===== src/rtl/vencoder_pkg.sv =====
// Shared code definition for the convolutional encoder and its companion Viterbi decoder.
// Holds the default code and the parity helper used to form each coded bit.
package vencoder_pkg;

  localparam int              VENC_K    = 3;
  localparam logic [VENC_K-1:0] VENC_G0 = 3'b111;
  localparam logic [VENC_K-1:0] VENC_G1 = 3'b101;

  // Widest legal window; narrower windows are zero-extended before the parity call.
  localparam int VENC_KMAX = 9;

  typedef enum logic {
    PH_SAMPLE = 1'b0,
    PH_EMIT   = 1'b1
  } venc_phase_t;

  function automatic logic venc_parity(input logic [VENC_KMAX-1:0] vec,
                                       input logic [VENC_KMAX-1:0] mask);
    return ^(vec & mask);
  endfunction

endpackage


===== src/rtl/venc_serializer.sv =====
// Two-phase serializer: emits c0 on the sampling edge, then the held c1 on the following edge.
// Exposes the phase so the encoder core knows when to shift its memory.
module venc_serializer
  import vencoder_pkg::*;
(
  input  logic Clock,
  input  logic reset,
  input  logic c0,
  input  logic c1,
  output logic sample,
  output logic out
);

  venc_phase_t phase, phase_next;
  logic        c1_hold;

  always_ff @(posedge Clock or negedge reset) begin
    if (!reset) begin
      phase   <= PH_SAMPLE;
      c1_hold <= 1'b0;
      out     <= 1'b0;
    end else begin
      // NOTE: non-blocking assignments so every register sees pre-edge values of the others.
      phase <= phase_next;
      if (phase == PH_SAMPLE) begin
        out     <= c0;
        c1_hold <= c1;
      end else begin
        out     <= c1_hold;
      end
    end
  end

  always_comb begin
    // NOTE: default first so no path leaves phase_next unassigned (no latch).
    phase_next = PH_SAMPLE;
    sample     = 1'b0;
    case (phase)
      PH_SAMPLE: begin
        phase_next = PH_EMIT;
        sample     = 1'b1;
      end
      PH_EMIT:   phase_next = PH_SAMPLE;
      default:   phase_next = PH_SAMPLE;
    endcase
  end

endmodule


===== src/rtl/vencoder.sv =====
// Rate-1/2 feed-forward convolutional encoder, serial coded output (c0 then c1 per input bit).
// Encoder memory shifts only on sampling edges; the serializer handles output timing.
module vencoder
  import vencoder_pkg::*;
#(
  parameter int           K  = VENC_K,
  parameter logic [K-1:0] G0 = VENC_G0,
  parameter logic [K-1:0] G1 = VENC_G1
) (
  input  logic Clock,
  input  logic reset,
  input  logic in,
  output logic out
);

  logic [K-2:0] sr;
  logic [K-1:0] w;
  logic         c0, c1;
  logic         sample;

  assign w  = {in, sr};
  assign c0 = venc_parity(VENC_KMAX'(w), VENC_KMAX'(G0));
  assign c1 = venc_parity(VENC_KMAX'(w), VENC_KMAX'(G1));

  // w[K-1:1] is {in, sr[K-2:1]}: newest bit enters at the MSB, oldest drops; also valid for K=2.
  always_ff @(posedge Clock or negedge reset) begin
    if (!reset) begin
      sr <= '0;
    end else if (sample) begin
      sr <= w[K-1:1];
    end
  end

  venc_serializer u_ser (
    .Clock  (Clock),
    .reset  (reset),
    .c0     (c0),
    .c1     (c1),
    .sample (sample),
    .out    (out)
  );

endmodule


===== config.mk =====
export PLATFORM = sky130hd
export DESIGN_NAME = vencoder
export DESIGN_NICKNAME = d
export VERILOG_FILES = /design/src/rtl/vencoder_pkg.sv /design/src/rtl/venc_serializer.sv /design/src/rtl/vencoder.sv
export SDC_FILE = /design/constraint.sdc
export NUM_CORES = 1
export LEC_CHECK = 0
export ABC_AREA = 1
export CAP_MARGIN = 10
export CORE_AREA = 2 2 39 41
export CTS_CLUSTER_SIZE = 12
export DETAILED_ROUTE_END_ITERATION = 8
export DIE_AREA = 0 0 41 43
export GPL_ROUTABILITY_DRIVEN = 0
export HOLD_SLACK_MARGIN = 0.12
export RECOVER_POWER = 25
export SETUP_SLACK_MARGIN = 0.5
export SYNTH_ARGS = -nofsm -noshare
export SYNTH_HDL_FRONTEND = slang
export SYNTH_SLANG_ARGS = --single-unit
export TNS_END_PERCENT = 1

===== constraint.sdc =====
create_clock -name Clock -period 1.9 [get_ports Clock]
set_input_delay 0.57 -clock Clock [delete_from_list [all_inputs] [get_ports Clock]]
set_output_delay 0.57 -clock Clock [all_outputs]
set_load 0.01 [all_outputs]

==> metrics.yaml, run 1 <==
run_status:
  status: "finished clean"
global_route:
  grtUsageTotal_pct: 6.65
  antenna_found_initial: 0
  grt_first_pass_wirelength_microns: 683
  grt_pass1_vias: 174
  grt_max_degree: 6
  overflow: 0
synth:
  syn_nets: 27
  synth.distinct_cells: 11
  synthMostInstantiatedCell: "nand2_1"
  async_reset_ff_share_pct: 100
  syn_area_per_cell_sq_um: 8.86
  synth_ff_type: "dfrtp_1"
  synth-edff-count: 0
  yosysWarnings: 0
  synth-seq-cells: 5
  synth_commonest_cells: "6 x nand2_1, 5 x dfrtp_1, 4 x inv_1"
  yosys.area.top_type: "dfrtp_1"
  synth_area_leaders: "dfrtp_1 59%, nand2_1 11%, inv_1 7.1%"
  synth_seq_area_share_pct: 58.8
  syn-instance-count: 24
  netlist_area_sq_um: 213
  synth_top_cell_area_share_pct: 58.8
floorplan:
  start_util_pct: 15.4
  ioPinCount: 4
  fp.dieW_microns: 41
  die-area_sq_mm: 0.00176
  core_sq_mm: 0.00138
  fp.dieH_microns: 43
  num_rows: 14
detailed_routing:
  drt-met1-wl_microns: 188
  wl_met2_microns: 161
  top_layer: "met3"
  first_pass_iters: 4
  wl_met3_microns: 28
  wire_per_inst_microns: 8.02
  drt_iter0_drc: 3
  ant_nets: 0
  drcViolationCount: 0
  drt-total-wl_microns: 377
  viasPerCell: 3.40
  num_vias: 160
critical_path:
  critPathSlowestCell: "dfrtp_1"
  critPathLaunchType: "flop"
  cp.required_ps: 1330
  crit_buf_inv: 1
  crit_fanout: 1
  end_kind: "output port"
  critPathTopFamily: "flip-flops"
  r2r_cells: 6
  max_stage_delay_ps: 350
  path_class: "reg -> out"
  rrSetupSlack_ps: 1000
  reg2reg_to: "u_ser.out"
  arrival_ps: 720
  path_cells: "clkbuf_2"
  timing.rr.start: "u_ser.phase"
timing:
  post-route-min-period_ps: 1290
  max_freq_mhz: 778
  setup_viol: 0
  relSlewSlack_pct: 83.8
  finClkSkew_ps: 5.88
  tns_ps: 0
  final-max-slew-violation-count: 0
  period_share_pct: 67.7
  hold_violations: 0
  rsz0062_at_grt: "false"
  worst_pin_slew_ps: 242
final_layout:
  fillers: 154
  diodes: 0
  utilization_pct: 20.5
  nets: 35
  drive_gt1_share_pct: 19.4
  instances_no_fill: 47
  area_delta_synth_final_pct: 33.5
power:
  p_total_w: 0.000259
  powerDensity_mw_per_mm2: 912
  peakVddDrop_mv: 0.346
  p_leak_nw: 0.146
worst_hold_path:
  min_to: "u_ser.c1_hold"
  min_path_cells: 2
  hp-class: "reg -> reg"
  hold_start: "u_ser.c1_hold"
clocking:
  clock_sinks: 5
  post_cts_buffers: 0
  cts_max_level: 1
  clk-insertion-delay-late_ps: 240
  cts_root_buf: "clkbuf_4"
  clock_path_buffers: 2
  cts_resized: 2
  postCtsHoldBufs: 0
  cts_tree: "done"
  numCtsBuffers: 3
  clkSlewWorstSetupHoldPaths_ps: 50
place:
  place_hpwl_microns: 271
  dp_cells: 43
  portBuffers: 3
flow_run:
  max-cap-violations: 0
## kinds of logic (layout without fill, tap and decap cells)
logic type | after synthesis | after routing | share of synthesized area (%)
buffers and inverters | 6 | 13 | 10.6
AND/OR/NAND/NOR | 11 | 11 | 24.7
AO/OA/AOI/OAI | 2 | 2 | 5.88
flip-flops | 5 | 5 | 58.8
## per-layer routing
layer,GRT usage (%),vias up
met5,0,-
li1,-,85
met2,7.81,4
met4,6.00,0
met1,6.51,71
met3,6.28,0
## area by class of cell
cell class / count / area, sq um / share of cell area [%]
Clock buffer: 4 / 26.3 / 9.25
Inverter: 6 / 22.5 / 7.93
Multi-Input combinational cell: 13 / 65.1 / 22.9
Sequential cell: 5 / 125 / 44.1
Tap cell: 16 / 20.0 / 7.05
Timing Repair Buffer: 3 / 25.0 / 8.81
## worst max-delay path by stage
stage | start | endpoint | slack [ps] | depth (start not counted)
6_report | u_ser.out | out | 610 | 1
5_1_grt | u_ser.out | out | 580 | 1
4_1_cts | u_ser.out | out | 500 | 1
3_5_place_dp | in | u_ser.out | 410 | 6
3_3_place_gp | in | u_ser.out | 420 | 6
2_1_floorplan | in | u_ser.out | 930 | 6
## power by group
group / switching, W / internal [W]
clock: 0.0000448 / 0.0000795
sequential: 0.00000254 / 0.000113
combinational: 0.0000109 / 0.00000861
## metrics by stage
stage	cell area [sq um]	hold slack (ps)	setup slack, ps
after floorplan	213	274	934
after global placement	263	462	419
after detailed placement	263	471	411
after CTS	289	481	500
after global routing	284	517	579
final	284	475	614
## registers in the layout, summed over array words and instances (netlist names)
name           flops
sr                 2
u_ser.c1_hold      1
u_ser.phase        1
u_ser.out          1
## placed cells by master (no fill, tap or decap), drive strengths merged
| cell type | instances |
|---|---|
| nand2 | 7 |
| inv | 5 |
| dfrtp | 5 |
| clkbuf | 5 |
| nor2 | 2 |
| nand3 | 1 |
| clkinv | 1 |
| nand4 | 1 |
| o21bai | 1 |
| o21ai | 1 |
| clkdlybuf4s50 | 1 |
| dlygate4sd3 | 1 |
No activity file was read; power rests on OpenSTA's default activity.
==> run 2, diff against run 1 <==
==> constraint.sdc (replaced) <==
create_clock -name Clock -period 1.1 [get_ports Clock]
set_input_delay 0.33 -clock Clock [delete_from_list [all_inputs] [get_ports Clock]]
set_output_delay 0.33 -clock Clock [all_outputs]
set_load 0.01 [all_outputs]
==> metrics.yaml, run 2 (same netlist as run 1, synthesis figures left out) <==
run_status:
  status: "finished clean"
detailed_routing:
  first_pass_iters: 4
  num_vias: 171
  drt_iter0_drc: 5
  viasPerCell: 3.64
  wire_per_inst_microns: 7.49
  ant_nets: 0
  drcViolationCount: 0
  drt-total-wl_microns: 352
global_route:
  grt.busiest_layer: "met4"
  antenna_found_initial: 0
  use_met1_pct: 5.19
  grtUsageTotal_pct: 6.04
  grt_first_pass_wirelength_microns: 607
  grt.met2_usage_pct: 8.13
  grt_pass1_vias: 169
  overflow: 0
  grt_util_met3_pct: 1.57
  grt_max_degree: 6
clocking:
  post_cts_buffers: 0
  clkSlewWorstSetupHoldPaths_ps: 40
  cts_max_level: 1
  cts_resized: 4
  cts_root_buf: "clkbuf_4"
  numCtsBuffers: 3
  clk-insertion-delay-late_ps: 240
  postCtsHoldBufs: 0
  cts_tree: "done"
  clock_path_buffers: 2
  clock_sinks: 5
critical_path:
  critPathSlowestCell: "dfrtp_1"
  path_cells: "buf_2"
  critPathTopFamily: "flip-flops"
  crit_fanout: 1
  end_kind: "output port"
  critPathLaunchType: "flop"
  path_class: "reg -> out"
  rrSetupSlack_ps: 230
  crit_buf_inv: 1
  cp.required_ps: 770
  max_stage_delay_ps: 340
  arrival_ps: 710
floorplan:
  core_sq_mm: 0.00138
  fp.dieH_microns: 43
  die-area_sq_mm: 0.00176
  num_rows: 14
  fp.dieW_microns: 41
  ioPinCount: 4
  start_util_pct: 15.4
place:
  place_hpwl_microns: 289
  placed_area_sq_um: 264
  portBuffers: 3
timing:
  setup_viol: 0
  post-route-min-period_ps: 1040
  hold-worst-slack_ps: 393
  hold_violations: 0
  rsz0062_at_grt: "true"
  final-max-slew-violation-count: 0
  period_share_pct: 94.7
  finClkSkew_ps: 2.20
  max_freq_mhz: 960
  relSlewSlack_pct: 83.1
  worst_pin_slew_ps: 252
power:
  p_leak_nw: 0.146
  internal-power_w: 0.000347
  pwr-share-clk_pct: 47.0
  comb_power_share_pct: 7.8
  p_total_w: 0.000439
  powerDensity_mw_per_mm2: 1540
  peakVddDrop_mv: 0.367
  switching_share_pct: 21.1
  p_seq_share_pct: 45.2
  power.switching_w: 0.0000928
final_layout:
  nets: 35
  ff_latch_area_sq_um: 125
  fillers: 149
  final_common_cell: "nand2_1"
  multi_input_area_sq_um: 65.1
  area_delta_synth_final_pct: 34.1
  drive_gt1_share_pct: 25.8
  regMostFlops: "sr"
  finalInstanceArea_sq_um: 285
  diodes: 0
  largest_reg_flops: 2
  final_cell_mix: "6 x nand2_1, 5 x dfrtp_1, 4 x inv_1"
flow_run:
  max-cap-violations: 0
worst_hold_path:
  hp-class: "in -> async"
## run 2: area by class of cell
type	instances	area share, %
Clock buffer	4	9.21
Multi-Input combinational cell	13	22.8
Tap cell	16	7.02
Sequential cell	5	43.9
Timing Repair Buffer	3	8.77
Inverter	6	8.33
## run 2: final timing paths
kind / start / endpoint / cells past startpoint
max in group asynchronous: reset / u_ser.phase / 1
hold / removal: reset / u_ser.c1_hold / 1
setup / recovery: u_ser.out / out / 1
setup reg to reg: u_ser.phase / u_ser.out / 6
hold reg to reg: u_ser.c1_hold / u_ser.c1_hold / 2
min in group Clock: u_ser.c1_hold / u_ser.c1_hold / 2
## run 2: power groups by stage
stage | Sequential [W] | Clock (W) | Combinational [W]
floorplan | 0.000203 | 0 | 0.0000167
global placement | 0.000201 | 0 | 0.0000379
detailed placement | 0.000201 | 0 | 0.0000391
CTS | 0.000198 | 0.000219 | 0.0000359
global route | 0.000199 | 0.000235 | 0.0000394
finish | 0.000199 | 0.000207 | 0.0000342
## run 2: per-stage QoR
stage / setup WS, ps / utilization [%] / std cells / TNS, ps
detailed placement: -154 / 19.1 / 43 / -282
global placement: -151 / 19.1 / 43 / -244
finish: 58.8 / 20.6 / 47 / 0
CTS: 46.3 / 20.6 / 47 / 0
global route: 29.3 / 20.6 / 47 / 0
floorplan: 273 / - / 24 / 0
## run 2: metal layers
metal	up-vias	share of wire [%]
li1	88	-
met1	77	39
met2	4	53
met3	2	4.8
met4	0	2.3
met5	-	0
==> run 3, diff against run 2 <==
--- a/config.mk
+++ b/config.mk
@@ -8,6 +8,7 @@
 export ABC_AREA = 1
 export CAP_MARGIN = 10
 export CORE_AREA = 2 2 39 41
+export CTS_CLUSTER_DIAMETER = 80
 export CTS_CLUSTER_SIZE = 12
 export DETAILED_ROUTE_END_ITERATION = 8
 export DIE_AREA = 0 0 41 43
==> constraint.sdc (replaced) <==
create_clock -name Clock -period 1.3 [get_ports Clock]
set_input_delay 0.39 -clock Clock [delete_from_list [all_inputs] [get_ports Clock]]
set_output_delay 0.39 -clock Clock [all_outputs]
set_load 0.01 [all_outputs]
==> metrics.yaml, run 3 (same netlist as run 1, synthesis figures left out) <==
run_status:
  status: "finished clean"
power:
  switching_share_pct: 21.3
  pwr-share-clk_pct: 47.0
  p_seq_share_pct: 45.0
  powerDensity_mw_per_mm2: 1300
  internal-power_w: 0.000294
  power.switching_w: 0.0000793
  p_leak_nw: 0.147
  comb_power_share_pct: 8.0
  peakVddDrop_mv: 0.310
timing:
  final-max-slew-violation-count: 0
  relSlewSlack_pct: 83.4
  tns_ps: 0
  hold_violations: 0
  max_freq_mhz: 903
  period_share_pct: 85.2
  finClkSkew_ps: 6.12
  post-route-min-period_ps: 1110
  hold-worst-slack_ps: 449
  worst_pin_slew_ps: 248
  rsz0062_at_grt: "true"
  setup_viol: 0
critical_path:
  max_stage_delay_ps: 350
  crit_buf_inv: 1
  cp.required_ps: 910
  crit_fanout: 1
  startpoint: "u_ser.out"
  arrival_ps: 720
  path_class: "reg -> out"
  timing.rr.start: "u_ser.phase"
  critPathSlowestCell: "dfrtp_1"
  rrSetupSlack_ps: 430
  end_kind: "output port"
  critPathTopFamily: "flip-flops"
  path_cells: "buf_2"
  critPathLaunchType: "flop"
clocking:
  post_cts_buffers: 0
  clock_path_buffers: 2
  cts_resized: 4
  clkSlewWorstSetupHoldPaths_ps: 50
  cts_max_level: 1
  cts_tree: "done"
  clk-insertion-delay-late_ps: 240
  postCtsHoldBufs: 0
  cts_root_buf: "clkbuf_4"
  numCtsBuffers: 3
  clock_sinks: 5
final_layout:
  drive_gt1_share_pct: 29.0
  regMostFlops: "sr"
  diodes: 0
  fillers: 157
  area_delta_synth_final_pct: 35.3
  finalInstanceArea_sq_um: 288
  nets: 35
  largest_reg_flops: 2
  utilization_pct: 20.8
  final_cell_mix: "5 x nand2_1, 5 x dfrtp_1, 4 x inv_1"
place:
  placed_area_sq_um: 264
  place_hpwl_microns: 292
  portBuffers: 3
floorplan:
  die-area_sq_mm: 0.00176
  start_util_pct: 15.4
  fp.dieW_microns: 41
  num_rows: 14
  core_sq_mm: 0.00138
  fp.dieH_microns: 43
  ioPinCount: 4
detailed_routing:
  wire_per_inst_microns: 7.60
  drt_iter0_drc: 3
  first_pass_iters: 2
  drt-total-wl_microns: 357
  num_vias: 164
  viasPerCell: 3.49
  ant_nets: 0
  drcViolationCount: 0
global_route:
  grtUsageTotal_pct: 6.55
  grt_max_degree: 6
  antenna_found_initial: 0
  grt_pass1_vias: 180
  overflow: 0
  grt_first_pass_wirelength_microns: 641
flow_run:
  max-cap-violations: 0
worst_hold_path:
  hp-class: "in -> async"
-- run 3: cell counts in the layout (fill, tap and decap cells not counted) --
No cell type changed its count.
-- run 3: metal layers --
| layer | GRT usage (%) | share of wire (%) | vias to the layer above |
|---|---|---|---|
| met5 | 0 | 0 | - |
| met2 | 8.13 | 56 | 4 |
| li1 | - | - | 86 |
| met1 | 5.86 | 37 | 72 |
| met4 | 12.0 | 3.9 | 0 |
| met3 | 1.57 | 2.5 | 2 |
-- run 3: metrics by stage --
stage               power [W]  instances  setup slack, ps
floorplan            0.000186         24              473
global placement     0.000203         43             5.53
detailed placement   0.000204         43            -4.99
CTS                  0.000384         47              178
global route         0.000401         47              157
finish               0.000373         47              192
-- run 3: final timing paths --
kind	end	depth (start not counted)
min in group Clock	u_ser.c1_hold	2
hold / removal	u_ser.out	1
setup / recovery	out	1
hold reg to reg	u_ser.c1_hold	2
setup reg to reg	u_ser.out	6
max in group asynchronous	sr[1]	1
-- run 3: final cells by class --
class,count,area [sq um],share of cell area [%]
repair buffers,3,25.0,8.70
clock buffers,4,26.3,9.13
inverters,6,23.8,8.26
well taps,16,20.0,6.96
flip-flops and latches,5,125,43.5
multi-input cells,13,67.6,23.5
-- run 3: power groups by stage --
stage          Sequential [W]  Combinational, W  Clock (W)
2_1_floorplan        0.000172         0.0000141          0
3_3_place_gp         0.000170         0.0000322          0
3_5_place_dp         0.000170         0.0000331          0
4_1_cts              0.000168         0.0000304   0.000186
5_1_grt              0.000169         0.0000360   0.000196
6_report             0.000168         0.0000297   0.000175
-- run 3: worst register-to-register path, delay by kind of cell, from the launching register on --
family / cells / cell delay [ps]
and+or+nand+nor: 4 / 270
DFF: 1 / 420
buffers and inverters: 2 / 70
